==> src/rtl/rr_arb_mux41.sv <==
// Round-robin arbiter sharing one 4:1 mux channel between four requesters,
// with a per-grant transfer budget that only bites while others are waiting.
module rr_arb_mux41 #(
   parameter int WIDTH    = 8,
   parameter int MAX_HOLD = 4
) (
   input  logic             clk,
   input  logic             rst_n,
   input  logic [3:0]       req,
   input  logic [WIDTH-1:0] a,
   input  logic [WIDTH-1:0] b,
   input  logic [WIDTH-1:0] c,
   input  logic [WIDTH-1:0] d,
   input  logic             ready,
   output logic [3:0]       grant,
   output logic [1:0]       sel,
   output logic [WIDTH-1:0] y_data,
   output logic             y_valid,
   output logic             busy
);

   typedef enum logic {S_IDLE, S_GRANT} state_t;

   state_t     r_state;
   logic [3:0] r_grant;
   logic [1:0] r_sel;
   logic [1:0] r_last;
   logic [3:0] r_hold;

   logic       w_xfer;
   logic       w_rel;
   logic [3:0] w_pend;
   logic [2:0] w_pick;
   logic [4:0] w_hold_inc;

   // Returns {found, index} of the first set bit of m searching from s upward, modulo 4.
   function automatic logic [2:0] f_pick(input logic [3:0] m, input logic [1:0] s);
      logic [2:0] r;
      logic [1:0] idx;
      r = 3'b000;
      for (int k = 3; k >= 0; k--) begin
         idx = s + 2'(k);
         if (m[idx]) r = {1'b1, idx};
      end
      return r;
   endfunction

   assign w_pend     = req & ~r_grant;
   assign y_valid    = (r_state == S_GRANT) && req[r_sel];
   assign w_xfer     = y_valid && ready;
   assign w_hold_inc = {1'b0, r_hold} + 5'd1;
   // The owner is masked out of the release search, so it cannot immediately re-win.
   assign w_rel      = !req[r_sel] ||
                       (w_xfer && (w_hold_inc >= 5'(MAX_HOLD)) && (w_pend != 4'b0000));
   assign w_pick     = (r_state == S_IDLE) ? f_pick(req, r_last + 2'd1)
                                           : f_pick(w_pend, r_sel + 2'd1);

   always_ff @(posedge clk) begin
      if (!rst_n) begin
         r_state <= S_IDLE;
         r_grant <= 4'b0000;
         r_sel   <= 2'd0;
         r_last  <= 2'd3;
         r_hold  <= 4'd0;
      end else begin
         case (r_state)
            S_IDLE: begin
               if (w_pick[2]) begin
                  r_state <= S_GRANT;
                  r_grant <= 4'b0001 << w_pick[1:0];
                  r_sel   <= w_pick[1:0];
                  r_hold  <= 4'd0;
               end
            end
            S_GRANT: begin
               if (w_rel) begin
                  r_last <= r_sel;
                  if (w_pick[2]) begin
                     r_grant <= 4'b0001 << w_pick[1:0];
                     r_sel   <= w_pick[1:0];
                     r_hold  <= 4'd0;
                  end else begin
                     r_state <= S_IDLE;
                     r_grant <= 4'b0000;
                  end
               end else if (w_xfer) begin
                  r_hold <= (w_hold_inc >= 5'(MAX_HOLD)) ? 4'(MAX_HOLD) : w_hold_inc[3:0];
               end
            end
            default: r_state <= S_IDLE;
         endcase
      end
   end

   always_comb begin
      y_data = a;
      case (r_sel)
         2'd0: y_data = a;
         2'd1: y_data = b;
         2'd2: y_data = c;
         2'd3: y_data = d;
         default: y_data = a;
      endcase
   end

   assign grant = r_grant;
   assign sel   = r_sel;
   assign busy  = (r_state == S_GRANT);

endmodule

==> config.mk <==
export PLATFORM = sky130hd
export DESIGN_NAME = rr_arb_mux41
export DESIGN_NICKNAME = d
export VERILOG_FILES = /design/src/rtl/rr_arb_mux41.sv
export SDC_FILE = /design/constraint.sdc
export NUM_CORES = 1
export LEC_CHECK = 0
export BUFFER_PORTS_ARGS = -buffer_cell sky130_fd_sc_hd__buf_2
export CAP_MARGIN = 20
export CORE_ASPECT_RATIO = 1.75
export CORE_UTILIZATION = 41
export CTS_CLUSTER_SIZE = 40
export DETAILED_ROUTE_END_ITERATION = 10
export PLACE_DENSITY_LB_ADDON = 0.25
export SYNTH_ARGS = -nofsm -noshare
export SYNTH_HDL_FRONTEND = slang
export SYNTH_SLANG_ARGS = --single-unit
==> constraint.sdc <==
create_clock -name clk -period 2.1 [get_ports clk]
set_input_delay 0.42 -clock clk [delete_from_list [all_inputs] [get_ports clk]]
set_output_delay 0.42 -clock clk [all_outputs]
set_load 0.01 [all_outputs]
==> results of run 1 <==
## report_power, final
part | switching [µW] | internal, µW
clock | 85.7 | 134
combinational | 268 | 232
sequential | 23.6 | 273
total | 378 | 639
## worst max path at each step
stage           start        end  slack [ns]  cells after the start
5_1_grt        sel[1]  y_data[2]      -0.003                      4
6_report       sel[1]    y_valid        0.08                      4
2_1_floorplan  sel[0]   grant[2]        0.09                      7
4_1_cts        sel[0]  y_data[0]        0.02                      5
3_5_place_dp   sel[0]   grant[2]        0.16                      7
3_3_place_gp   sel[0]   grant[3]        0.26                      7
## critical path: stages, from the launching register on
cell	delay (ns)
dfxtp_1	0.34
buf_6	0.13
mux4_2	0.54
and2_4	0.21
buf_2	0.14
## cells in the final DEF, fill, tap and decap left out, types with 3 or more instances in the layout
cell type	count
buf_2	54
inv_1	14
dfxtp_1	13
nand2_1	10
mux2i_1	9
a222oi_1	8
nand2b_1	6
a21oi_1	6
o21ai_0	6
o32ai_1	4
nand3_1	4
buf_4	4
a41oi_1	3
nand4_1	3
nor2_1	3
nor2b_1	3
a21o_1	3
ha_1	3
clkbuf_8	3
## area by class of cell
class	count	area [µm²]	share of cell area
clock buffer	4	45.0	0.0302
timing repair buffer	59	312	0.209
inverter	15	56.3	0.0378
sequential	13	260	0.174
tap	26	32.5	0.0218
multi-input combinational	101	786	0.527
## stage by stage
step                hold WS [ns]  total power (µW)  instances
floorplan                  0.449               612        135
finish                     0.482              1020        218
CTS                        0.479              1010        218
detailed placement         0.483               790        214
global route               0.487              1100        218
global placement           0.465               777        214
## cells by family after synthesis
kind of cell               Yosys count  synth area share
AOI/OAI and AO/OA                   44             0.305
buffers and inverters               21            0.0712
DFF                                 13             0.235
adders and majority gates            6            0.0678
and+or+nand+nor                     41             0.219
muxes                               10             0.102
## layer usage
| metal | global-route usage | share of wire | up-vias |
|---|---|---|---|
| met2 | 0.458 | 0.56 | 54 |
| met1 | 0.276 | 0.36 | 626 |
| met5 | 0 | 0 | - |
| met3 | 0.0188 | 0.050 | 9 |
| met4 | 0.111 | 0.026 | 0 |
| li1 | - | - | 636 |
## registers in the layout, indices dropped and copies added, names as in the netlist
name and cells:
busy 1, grant 4, r_hold 4, r_last 2, sel 2
## what timing repair did
| action | in CTS | in global routing |
|---|---|---|
| gates cloned | 0 | 0 |
| resized for setup | 2 | 4 |
| pin swaps | 1 | 3 |
| setup endpoints to repair | 1 | 4 |
| buffers inserted | 0 | 0 |
| hold buffers | 0 | 0 |
| endpoints found under the hold margin | 0 | 0 |
==> summary.txt, run 1 <==
Power and ir drop
  • Worst vdd ir: 0.000522 V
  • Pwr Density: 682 mW/mm²
  • Static Leak: approximately 0.00073 µW

Die
  • Number of top-level pins: 55
  • Die Wd: 41.3 µm
  • Rows: 24
  • Area of the die: a little under 0.003 mm²
  • Core area: 0.00252 mm²
  • Die Y: about 70 µm
  • Initial core utilization: 0.439

Critical path
  • CP Data Arrival Time: 1.60 ns
  • Reg-to-reg setup timing slack: 0.23 ns
  • Critical R2R Launch: sel[1]
  • Reg2reg path depth: 7
  • Crit Path Class: register to output port
  • Largest fanout on the critical path: 5
  • Required time of the worst setup path: 1.68 ns
  • Endpoint class of the critical path: output port
  • Endpoint of the lowest-slack register-to-register path: grant[2]
  • Startpoint type of the worst setup path: register

Synth
  • Post-synthesis cell count: 135
  • Post-synthesis net count: 180
  • Number of warnings printed during yosys synthesis: 0
  • Ys flop type: dfxtp_1
  • Fraction of the yosys area taken by sequential cells: 0.235
  • Share of flip-flops with an asynchronous set or reset after synthesis: 0
  • Synth top area cells: dfxtp_1, mux2i_1, a222oi_1, ha_1, inv_1
  • Synthesized cell area: 0.00111 mm²
  • EDFF count, synth: 0
  • Share of the synthesized area in the top cell type: 0.235
  • Syn avg cell area: 8.20 µm²
  • Post-synth top area cell: dfxtp_1
  • Count of state elements after synthesis: 13
  • Count of distinct cell types in the synthesized netlist: 42
  • Most common cell in the netlist: inv_1
  • Cell types with the highest counts after synthesis: inv_1, dfxtp_1, nand2_1

Finish
  • Number of antenna cells inserted: 0
  • Final std cell area, no fill: between 0.001 and 0.0015 mm²
  • Signed area change from the synthesized netlist to the final layout: 34.7%
  • Post-layout util: 0.591
  • Layout cell share with drive strength beyond 1: 0.375
  • Final #Nets: ~240
  • Number of filler cells placed in the layout: 257

Global route
  • First-pass GRT wire length: 5.43 mm
  • Largest net degree at the start of global routing: 11
  • Aggregate global routing overflow: 0
  • Via count of the first global-routing pass: 1,292
  • Overall Global Routing Usage: 0.256
  • Initial antenna violation count: 0

Drt
  • Vias: 1,325
  • Final routed wirelength across all metal layers: 3.26 mm
  • ANT nets after route: 0
  • # DRC: 0
  • Number of DRC violations after detailed-routing iteration 0: 55
  • DRT Pass-1 Iters: 4
  • Detailed-route wire length per cell: 15.0 µm
  • Number of vias per cell after detailed routing: 6.08

Hold path
  • Type of the worst min-delay path: input port to register
  • Endpoint with the worst hold slack: r_last[1]
  • Hold depth: 2
  • Hold_sp: rst_n

STA
  • Largest clock skew in the final design: 0.000910 ns
  • Period utilization: 0.962
  • Transition at the pin with the smallest max-transition slack: 0.514 ns
  • Minimum clock period after layout: 2.02 ns
  • Accumulated negative setup slack: 0 ns
  • Count of endpoints failing setup in the final report: 0
  • Max-slew violations: 0
  • Number of hold violations in the final report: 0
  • RSZ-0062 raised after global routing: true
  • Maximum achievable frequency: approximately 490 MHz
  • Max transition margin: 0.657
  • Minimum setup slack in the final design: 0.0789 ns

Outcome
  • Status: complete, no violations

Clock tree
  • TritonCTS clock tree: built
  • Clock buffer count from CTS: 3
  • Clock Path Buffers: 2
  • Maximum level of the CTS H-tree: 1
  • Buffer type at the clock tree root: clkbuf_8
  • Clock transition at path regs: about 0.050 ns
  • TritonCTS Sinks: 13
  • Later-pin clock latency in the skew report: 0.24 ns

Placed design
  • RD Place Congestion: 0.879
  • Count of input and output buffers: 54
  • Total placed instance area: approximately 0.0014 mm²
  • Setup slack at placement: 0.156 ns
  • Estimated wirelength of the detail-placed design: 2.68 mm

Run
  • Count of maximum capacitance violations: 0
No activity file was read; power rests on OpenSTA's default activity.
==> inputs of run 2 (changes only) <==
--- a/config.mk
+++ b/config.mk
@@ -9,9 +9,11 @@
 export CAP_MARGIN = 20
 export CORE_ASPECT_RATIO = 1.75
 export CORE_UTILIZATION = 41
+export CTS_BUF_LIST = sky130_fd_sc_hd__clkbuf_16
 export CTS_CLUSTER_SIZE = 40
 export DETAILED_ROUTE_END_ITERATION = 10
 export PLACE_DENSITY_LB_ADDON = 0.25
+export SLEW_MARGIN = 20
 export SYNTH_ARGS = -nofsm -noshare
 export SYNTH_HDL_FRONTEND = slang
 export SYNTH_SLANG_ARGS = --single-unit
==> summary.txt, run 2 (synthesis results as in run 1) <==
Placed design
  • Count of input and output buffers: 54 (unchanged)
  • Total placed instance area: 0.00143 mm² (unchanged)
  • RD Place Congestion: 0.879 (unchanged)
  • Estimated wirelength of the detail-placed design: 2.68 mm (unchanged)

STA
  • Number of hold violations in the final report: 0 (unchanged)
  • Minimum clock period after layout: 2.01 ns (-0.0101 ns)
  • Largest clock skew in the final design: 0.00204 ns (+0.00113 ns)
  • RSZ-0062 raised after global routing: true
  • Transition at the pin with the smallest max-transition slack: 0.402 ns (-0.112 ns)
  • Count of endpoints failing setup in the final report: 0 (unchanged)
  • Period utilization: 0.958 (-0.00479)
  • Max-slew violations: 0 (unchanged)
  • Maximum achievable frequency: 497 MHz (+0.50%)
  • Max transition margin: 0.728 (+0.0712)
  • Accumulated negative setup slack: 0 ns (unchanged)

Power and ir drop
  • Net Sw Frac: 0.341 (-0.0303)
  • Pwr Density: 750 mW/mm² (+10%)
  • Static Leak: 0.000765 µW (+5.2%)
  • Net Sw Power: 401 µW (+6.1%)
  • Combinational Power Share: 0.446 (-0.046)
  • Internal power: 774 µW (+21%)
  • Clock network fraction of design power: 0.299 (+0.083)
  • Worst vdd ir: 0.000631 V (+21%)
  • Sequential share of power: 0.255 (-0.037)

Global route
  • Largest net degree at the start of global routing: 11 (unchanged)
  • First-pass GRT wire length: 5.53 mm (+1.9%)
  • Via count of the first global-routing pass: 1,311 (+1.5%)
  • Aggregate global routing overflow: 0 (unchanged)
  • Initial antenna violation count: 0 (unchanged)
  • Overall Global Routing Usage: 0.262 (+0.00697)

Drt
  • Final routed wirelength across all metal layers: 3.38 mm (+3.6%)
  • Number of DRC violations after detailed-routing iteration 0: 46 (-16%)
  • # DRC: 0 (unchanged)
  • ANT nets after route: 0 (unchanged)
  • Vias: 1,329 (+0.30%)
  • Detailed-route wire length per cell: 15.3 µm (+2.2%)
  • DRT Pass-1 Iters: 4 (unchanged)
  • Number of vias per cell after detailed routing: 6.01 (-1.1%)

Critical path
  • Reg2reg path depth: 7 (unchanged)
  • Startpoint type of the worst setup path: register
  • Worst setup path endpoint: y_data[3]
  • Largest fanout on the critical path: 6 (+1)
  • Required time of the worst setup path: 1.68 ns (about the same)
  • Reg-to-reg setup timing slack: 0.22 ns (about the same)
  • Endpoint class of the critical path: output port
  • Critical R2R Launch: sel[0]
  • CP Data Arrival Time: 1.59 ns (about the same)
  • Crit Path Class: register to output port
  • Launch point of the worst path: sel[1]
  • Endpoint of the lowest-slack register-to-register path: grant[3]

Finish
  • Number of filler cells placed in the layout: 249 (-3.1%)
  • Commonest non-fill, non-tap cells in the layout: buf_2, inv_1, dfxtp_1
  • Number of antenna cells inserted: 0 (unchanged)
  • Most common cell after layout, fill and taps aside: buf_2
  • Signed area change from the synthesized netlist to the final layout: 41.5%
  • Final #Nets: 241 (+1.3%)
  • Final std cell area, no fill: 0.00157 mm² (+5.0%)
  • Layout cell share with drive strength beyond 1: 0.400 (+0.0250)

Die
  • Rows: 24 (unchanged)
  • Area of the die: 0.00292 mm² (unchanged)
  • Die Wd: 41.3 µm (unchanged)
  • Initial core utilization: 0.439 (unchanged)
  • Die Y: 70.7 µm (unchanged)
  • Number of top-level pins: 55 (unchanged)
  • Core area: 0.00252 mm² (unchanged)

Clock tree
  • Later-pin clock latency in the skew report: 0.24 ns (about the same)
  • Clock Path Buffers: 2 (unchanged)
  • Clock buffer count from CTS: 3 (unchanged)
  • Maximum level of the CTS H-tree: 1 (unchanged)
  • Clock transition at path regs: 0.04 ns (about the same)
  • TritonCTS Sinks: 13 (unchanged)
  • TritonCTS clock tree: built
  • Buffer type at the clock tree root: clkbuf_16

Outcome
  • Status: complete, no violations

Hold path
  • Type of the worst min-delay path: input port to register
  • Hold_sp: rst_n

Run
  • Count of maximum capacitance violations: 0 (unchanged)
## run 2: cell types whose count changed in the layout (fill, tap and decap cells not counted), sizes merged
cell | before | now
buf | 59 | 62
clkbuf | 4 | 3
inv | 14 | 15
## run 2: how the worst min path moves through the flow
| stage | endpoint | slack, ns | depth (start not counted) |
|---|---|---|---|
| 6_report | r_last[1] | 0.48 | 2 |
| 3_3_place_gp | r_hold[3] | 0.47 | 2 |
| 3_5_place_dp | r_hold[3] | 0.48 | 2 |
| 5_1_grt | r_last[1] | 0.49 | 2 |
| 2_1_floorplan | r_hold[3] | 0.45 | 2 |
| 4_1_cts | r_last[1] | 0.48 | 2 |
## run 2: routing by layer
layer / share of wire / up-vias / track usage
met5: 0 / - / 0
met2: 0.54 / 54 / 0.448
met3: 0.058 / 7 / 0.0408
li1: - / 648 / -
met4: 0.023 / 0 / 0.151
met1: 0.38 / 620 / 0.276
## run 2: power by group through the flow
stage | Sequential, µW | Combinational (µW) | Clock, µW
2_1_floorplan | 313 | 299 | 0
3_3_place_gp | 300 | 477 | 0
3_5_place_dp | 301 | 489 | 0
4_1_cts | 297 | 492 | 358
5_1_grt | 304 | 585 | 373
6_report | 300 | 524 | 351
## run 2: what timing repair did
item	4_1_cts	5_1_grt
hold buffers	0	0
endpoints found under the setup margin	1	9
resized for setup	1	10
buffers inserted	0	3
pin swaps	1	4
endpoints found under the hold margin	0	0
## run 2: worst max-delay path, stage by stage (launching register included)
cell      delay [ns]
dfxtp_2         0.32
buf_6           0.13
ha_4            0.18
buf_4           0.13
a222oi_1        0.31
mux2i_1         0.12
buf_2           0.16
## run 2: final cells by class
class                   instances  area [µm²]  share of cell area
flip-flops and latches         13         263               0.168
clock buffers                   3        75.1              0.0479
clock inverters                 1        3.75             0.00240
multi-input cells             101         798               0.510
repair buffers                 62         338               0.216
inverters                      15        56.3              0.0359
well taps                      26        32.5              0.0208
## run 2: through the flow
| stage | utilization | worst slack (ns) | hold slack [ns] | total power (µW) | cells |
|---|---|---|---|---|---|
| finish | 0.621 | 0.0890 | 0.485 | 1180 | 221 |
| global route | 0.621 | -0.0349 | 0.489 | 1260 | 221 |
| floorplan | - | 0.0949 | 0.449 | 612 | 135 |
| detailed placement | 0.565 | 0.156 | 0.483 | 790 | 214 |
| CTS | 0.597 | 0.00228 | 0.479 | 1150 | 218 |
| global placement | 0.565 | 0.255 | 0.465 | 777 | 214 |
